===== config.mk =====
export PLATFORM = sky130hd
export DESIGN_NAME = data_path
export DESIGN_NICKNAME = d
export VERILOG_FILES = /design/src/rtl/data_path.sv
export SDC_FILE = /design/constraint.sdc
export NUM_CORES = 2
export LEC_CHECK = 0
export BUFFER_PORTS_ARGS = -buffer_cell sky130_fd_sc_hd__buf_2
export CAP_MARGIN = 20
export CORE_MARGIN = 8
export CORE_UTILIZATION = 39
export DETAILED_ROUTE_END_ITERATION = 10
export SYNTH_ARGS = -nofsm -noshare
export SYNTH_HDL_FRONTEND = slang
export SYNTH_SLANG_ARGS = --single-unit

===== constraint.sdc =====
create_clock -name clk -period 47.1 [get_ports clk]
set_clock_uncertainty 0.2 [all_clocks]
set_input_delay 4.71 -clock clk [delete_from_list [all_inputs] [get_ports clk]]
set_output_delay 4.71 -clock clk [all_outputs]
set_load 0.02 [all_outputs]

===== src/rtl/data_path.sv =====
// 32-bit datapath slice: 32x32 register file with asynchronous reads feeding an ALU
// whose result and flags are captured on each clock edge in ALU mode.
module data_path #(
  parameter int unsigned WIDTH = 32,
  parameter int unsigned REGS  = 32
) (
  input  logic             clk,
  input  logic             reset,
  input  logic [WIDTH-1:0] irInput,
  input  logic [WIDTH-1:0] dataInput,
  input  logic             registerFileSelect,
  output logic [WIDTH-1:0] regA,
  output logic [WIDTH-1:0] regB,
  output logic [WIDTH-1:0] aluResult,
  output logic             zero,
  output logic             carry,
  output logic             overflow
);

  localparam logic [5:0] OpAdd   = 6'b000000;
  localparam logic [5:0] OpSub   = 6'b000001;
  localparam logic [5:0] OpAnd   = 6'b000010;
  localparam logic [5:0] OpOr    = 6'b000011;
  localparam logic [5:0] OpXor   = 6'b000100;
  localparam logic [5:0] OpNor   = 6'b000101;
  localparam logic [5:0] OpSlt   = 6'b000110;
  localparam logic [5:0] OpSll   = 6'b000111;
  localparam logic [5:0] OpSrl   = 6'b001000;
  localparam logic [5:0] OpSra   = 6'b001001;
  localparam logic [5:0] OpPassA = 6'b001010;
  localparam logic [5:0] OpPassB = 6'b001011;

  logic [WIDTH-1:0] r_regs [REGS];
  logic [WIDTH-1:0] r_result;
  logic             r_zero;
  logic             r_carry;
  logic             r_ovf;

  logic [5:0]       w_op;
  logic [4:0]       w_wa;
  logic [4:0]       w_ra;
  logic [4:0]       w_rb;
  logic [4:0]       w_shamt;
  logic [WIDTH-1:0] w_b_eff;
  logic [WIDTH:0]   w_sum;
  logic [WIDTH-1:0] w_result;
  logic             w_carry;
  logic             w_ovf;
  logic             w_unused_ir;

  assign w_op    = irInput[31:26];
  assign w_wa    = irInput[25:21];
  assign w_ra    = irInput[20:16];
  assign w_rb    = irInput[15:11];
  assign w_shamt = regB[4:0];
  // Low instruction bits carry no meaning here; X on them must not reach any output.
  assign w_unused_ir = ^irInput[10:0];

  assign regA = r_regs[w_ra];
  assign regB = r_regs[w_rb];

  // SUB shares the adder as A + ~B + 1 so carry reads as NOT borrow.
  assign w_b_eff = (w_op == OpSub) ? ~regB : regB;
  assign w_sum   = {1'b0, regA} + {1'b0, w_b_eff} + {{WIDTH{1'b0}}, (w_op == OpSub)};

  always_comb begin
    w_result = '0;
    w_carry  = 1'b0;
    w_ovf    = 1'b0;
    case (w_op)
      OpAdd, OpSub: begin
        w_result = w_sum[WIDTH-1:0];
        w_carry  = w_sum[WIDTH];
        w_ovf    = (regA[WIDTH-1] == w_b_eff[WIDTH-1]) &&
                   (w_sum[WIDTH-1] != regA[WIDTH-1]);
      end
      OpAnd:   w_result = regA & regB;
      OpOr:    w_result = regA | regB;
      OpXor:   w_result = regA ^ regB;
      OpNor:   w_result = ~(regA | regB);
      OpSlt:   w_result = {{(WIDTH-1){1'b0}}, ($signed(regA) < $signed(regB))};
      OpSll:   w_result = regA << w_shamt;
      OpSrl:   w_result = regA >> w_shamt;
      OpSra:   w_result = $signed(regA) >>> w_shamt;
      OpPassA: w_result = regA;
      OpPassB: w_result = regB;
      default: begin
        w_result = '0;
        w_carry  = 1'b0;
        w_ovf    = 1'b0;
      end
    endcase
  end

  always_ff @(posedge clk or posedge reset) begin
    if (reset) begin
      for (int i = 0; i < REGS; i++) begin
        r_regs[i] <= '0;
      end
    end else if (registerFileSelect) begin
      r_regs[w_wa] <= dataInput;
    end
  end

  always_ff @(posedge clk or posedge reset) begin
    if (reset) begin
      r_result <= '0;
      r_zero   <= 1'b1;
      r_carry  <= 1'b0;
      r_ovf    <= 1'b0;
    end else if (!registerFileSelect) begin
      r_result <= w_result;
      r_zero   <= (w_result == '0);
      r_carry  <= w_carry;
      r_ovf    <= w_ovf;
    end
  end

  assign aluResult = r_result;
  assign zero      = r_zero;
  assign carry     = r_carry;
  assign overflow  = r_ovf;

endmodule


# Yosys cells after proc, flatten, opt, wreduce, memory -nomap -nowiden
# Index checks and enable logic that the tools add are counted.
[word_totals]
ramBits = 0
mem_count = 0
latchBits = 0
in_bits = 67
romBits = 0
elab_cells = 85
ff_bits = 1059
[classes]
multipliers = 0
n_reduce_logical = 5
n_shift = 3
n_bitwise = 8
add_sub_neg = 2
n_lt_le_gt_ge = 5
n_mux = 13
eq_ne = 13
div_mod_pow = 0
[ops]
columns = ["operator", "count"]
rows = [
  ["$bwmux 1024", 1],
  ["$pmux 32 s11", 1],
  ["$bmux 32 s5", 2],
  ["$mux 32", 6],
  ["$demux 32 s5", 1],
  ["$not 32->32", 2],
  ["$add 32x32->33", 1],
  ["$add 33x1->33", 1],
  ["$and 32x32->32", 1],
  ["$logic_not 32->1", 1],
  ["$lt 32x32->1", 1],
  ["$or 32x32->32", 1],
  ["$shl 32x5->32", 1],
  ["$shr 32x5->32", 1],
  ["$sshr 32x5->32", 1],
  ["$xor 32x32->32", 1],
  ["$eq 6x3->1 const B", 4],
  ["$eq 6x4->1 const B", 4],
  ["$ge 6x6->1 const B", 3],
  ["$not 5->6", 3],
  ["$eq 6x2->1 const B", 2],
  ["$eq 6x1->1 const B", 1],
  ["$logic_not 6->1", 1],
  ["$lt 6x1->1 const B", 1],
  ["5 further kinds", 7],
]

# Logic depth before layout (Yosys ltp)
[logic_depth]
depth_word = 11
ltp_mapped = 30
ltp_nobuf = 22

# Worst setup path before layout
# OpenSTA, ideal clock, no wires.
[synth_timing]
path_type = "input port to output port"
start = "input irInput[11]"
end = "output regB[30]"
slack_ns = 33.675
required_ns = 42.190
t_arrival_ns = 8.515
n_path_buf = 8
stages = 12
path_cell_list = "buf_4 > buf_2 > buf_2 > buf_2 > buf_2 > buf_2 > buf_2 > buf_2 > mux4_2 > mux4_2 > mux2i_1 > inv_1"
[synth_between]
elab_chain_len = 4
[synth_lines]
columns = ["item", "line_no", "rtl"]
rows = [
  ["start, declared", "9", "input logic [WIDTH-1:0] irInput,"],
  ["$not 5->6 (implied by the code)", "60", "assign regB = r_regs[w_rb];"],
  ["$bmux 32 s5", "60", ""],
  ["$mux 32 (implied by the code) (2 in series)", "60", ""],
  ["end, declared", "13", "output logic [WIDTH-1:0] regB,"],
]
# No other way between the ends. The select of a mux whose other input is x is not followed.

# Worst setup path in the final report
[layout_timing]
start = "input irInput[11]"
end = "output regB[29]"
# The elaborated chain is that of the path after synthesis.

==> run metrics <==
outcome completed; synth unique cells 88; Tmin final 14.23 ns; maxcap violations 0; final hold violations 0; Yosys reg bits about 1100; Post-synth EDFFs 0; Pwr per Cell Area 42.9 mW/mm2; total track usage 0.248; CTS tree yes; Slew HR 0.188; drt wl/cell 31.5 um; DP Wirelength 143 mm; Adder-Cell Fraction of Synth Area 0.0250; initial antenna violation count 15; GPL Wtd Cong between 0.9 and 1; Setup violations, final 0; pre-CTS setup slack 32.63 ns; CP Launch Type input port; Nets slightly above 5000; Synth Area in XOR/XNOR 0.00594; fin. max-slew vios 0; Post-synth top flop dfrtp_1; via count 46700; Sink Count about 1100; multiplexer share of the synthesized area 0.398; largest net degree at the start of global routing 183; CTS buffer count 116; Post-CTS Hold Buffers 0; Crit Path Max Fanout 51; DRC marker count from the first detailed-route iteration ~4600; mapped cell area 0.0649 mm2; Post-Synth Simple-Gate Area 0.0478; GRT Residual Overflow 0; kind of critical path input port to primary output; DIE AREA 0.180 mm2; vias in the first global route 47200; Syn Inst Count 5063; clock power share 0.312; first-pass GRT wire length approximately 330 mm; starting density of the core 0.393; P&R area growth vs syn 10.4%; Clk pin slew, worst setup/hold paths approximately 0.060 ns; unrepaired setup endpoints after global routing false; Max Clock Freq between 70 and 80 MHz; Compound-Gate Fraction of Synth Area 0.0751; register area share after synthesis 0.408; register share of total power 0.395; Max clock buf depth 3; switching share of power 0.327; Slew @ Worst Pin 1.18 ns; Via-to-Cell Ratio 6.41; layout cells sized above 1 0.399; LEAKAGE around 31 nW; Critical path origin irInput[11]; Synth Net Count 5259; switching power of the nets approximately 0.001 W; row count 149; Die H 424 um; Comb power frac 0.293; number of port buffers between 150 and 200; final setup TNS 0 ns; core region area 0.165 mm2; CP Capture Point regB[29]; Avg Cell Area, Syn 12.8 um2; Required @ worst endpoint around 42 ns; non-filler cells, final 7297; crit path DAT 9.32 ns; I/O pin cnt 166; Yosys warning total 0; setup ws final 32.87 ns; reg2reg end zero$_DFFE_PP1N_; # DRC 0; Clock Latency Late Sink 0.79 ns; Setup crit end kind primary output; worst vdd ir 0.0000353 V; DR pass1 iterations 8; Reg2Reg Setup Slack 39.35 ns; cell-internal power between 0.002 and 0.0025 W; part of the cycle the worst path needs 0.302; largest family of logic cells by synthesized area multiplexers; CTS root buffer clkbuf_16; r2r worst-path depth 22; ys async rst share 1.00; ANT nets after route 0; H-tree depth 3; Final Power 0.00307 W; Post-CTS Setup Inserts 0; Post-Route WL 230 mm; reg2reg start r_regs[2]$_DFFE_PP0P_; post-cts sizing count 0; Cells after DPL 7070; die outline width 424 um; HP Class register to register
-- layer usage --
metal	up-vias	global-route usage	wire length, um	part of all wire
met5	-	0	10	0.000043
met4	2	0.111	11800	0.051
met3	600	0.0509	18300	0.080
met2	2173	0.390	105000	0.46
met1	24700	0.332	95000	0.41
li1	19300	-	-	-
-- critical path: stages --
cell	delay, ns
buf_8	0.47
buf_4	0.74
buf_4	0.85
mux4_2	0.63
mux4_2	0.51
mux2i_1	0.77
inv_1	0.23
buf_2	0.23
-- through the flow --
step	utilization	cell area, um2	hold WS [ns]
2_1_floorplan	-	64900	0.291
3_3_place_gp	0.409	67600	0.271
3_5_place_dp	0.409	67600	0.276
4_1_cts	0.434	71600	0.286
5_1_grt	0.434	71700	0.320
6_report	0.434	71700	0.284
-- state kept, by name, indices dropped and copies added (netlist names) --
signal,cells
carry,1
overflow,1
aluResult,32
zero,1
r_regs,1024
-- power by group through the flow --
stage	logic [W]	clock network [W]	registers, W
after floorplan	0.000646	0	0.00119
after global placement	0.000876	0	0.00121
after detailed placement	0.000887	0	0.00122
after CTS	0.000890	0.000977	0.00121
after global routing	0.000958	0.00101	0.00124
final	0.000899	0.000960	0.00121
-- cell type report --
class / instances / area, um2
multi-input combinational: 3434 / 36100
antenna: 5 / 12.5
inverter: 108 / 413
timing repair buffer: 284 / 1870
clock buffer: 174 / 3410
sequential: 1059 / 26500
fill: 15300 / 93500
clock inverter: 44 / 651
tap: 2189 / 2740
-- kinds of logic (layout without fill, tap and decap cells) --
logic type / count (synthesis) / after routing
flip-flops: 1059 / 1059
AO/OA/AOI/OAI: 709 / 709
buffers and inverters: 570 / 610
other: 0 / 5
AND/OR/NAND/NOR: 617 / 617
multiplexers: 1935 / 1935
adder cells (fa/ha/maj): 129 / 129
XOR/XNOR: 44 / 44
-- cells in the final DEF, fill, tap and decap left out, types with 100 or more instances in the layout --
cell and n:
clkbuf_16 116, mux2_2 1063, dfrtp_1 1058, nand3_1 113
ha_1 128, inv_1 100, a22oi_1 158, mux2i_1 461
buf_2 148, buf_4 126, a21oi_1 138, mux4_2 407
nand2_1 157
-- worst min path at each step --
stage,from,to,cells past startpoint
finish,zero$_DFFE_PP1N_,zero$_DFFE_PP1N_,2
global route,zero$_DFFE_PP1N_,zero$_DFFE_PP1N_,2
CTS,zero$_DFFE_PP1N_,zero$_DFFE_PP1N_,2
detailed placement,carry$_DFFE_PP0N_,carry$_DFFE_PP0N_,2
global placement,carry$_DFFE_PP0N_,carry$_DFFE_PP0N_,2
floorplan,r_regs[421]$_DFFE_PP0P_,r_regs[421]$_DFFE_PP0P_,1
-- synthesized netlist by cell type, types with 17 or more instances --
master	number	area, um2
a211oi_1	23	173
a21oi_1	138	691
a221oi_1	22	193
a22oi_1	158	1190
buf_1	86	323
buf_2	89	445
buf_4	34	255
buf_6	27	304
clkbuf_1	223	837
dfrtp_1	1058	26500
ha_1	128	1600
inv_1	103	387
mux2_2	1063	12000
mux2i_1	462	4620
mux4_2	407	9170
nand2_1	173	649
nand2b_1	17	106
nand3_1	113	566
nand4_1	26	163
nor2_1	113	424
nor3_1	34	170
nor4_1	21	131
o211ai_1	34	255
o21ai_0	97	485
o22ai_1	54	338
xnor2_1	20	175
xor2_1	24	210
No activity file was read; power rests on OpenSTA's default activity.
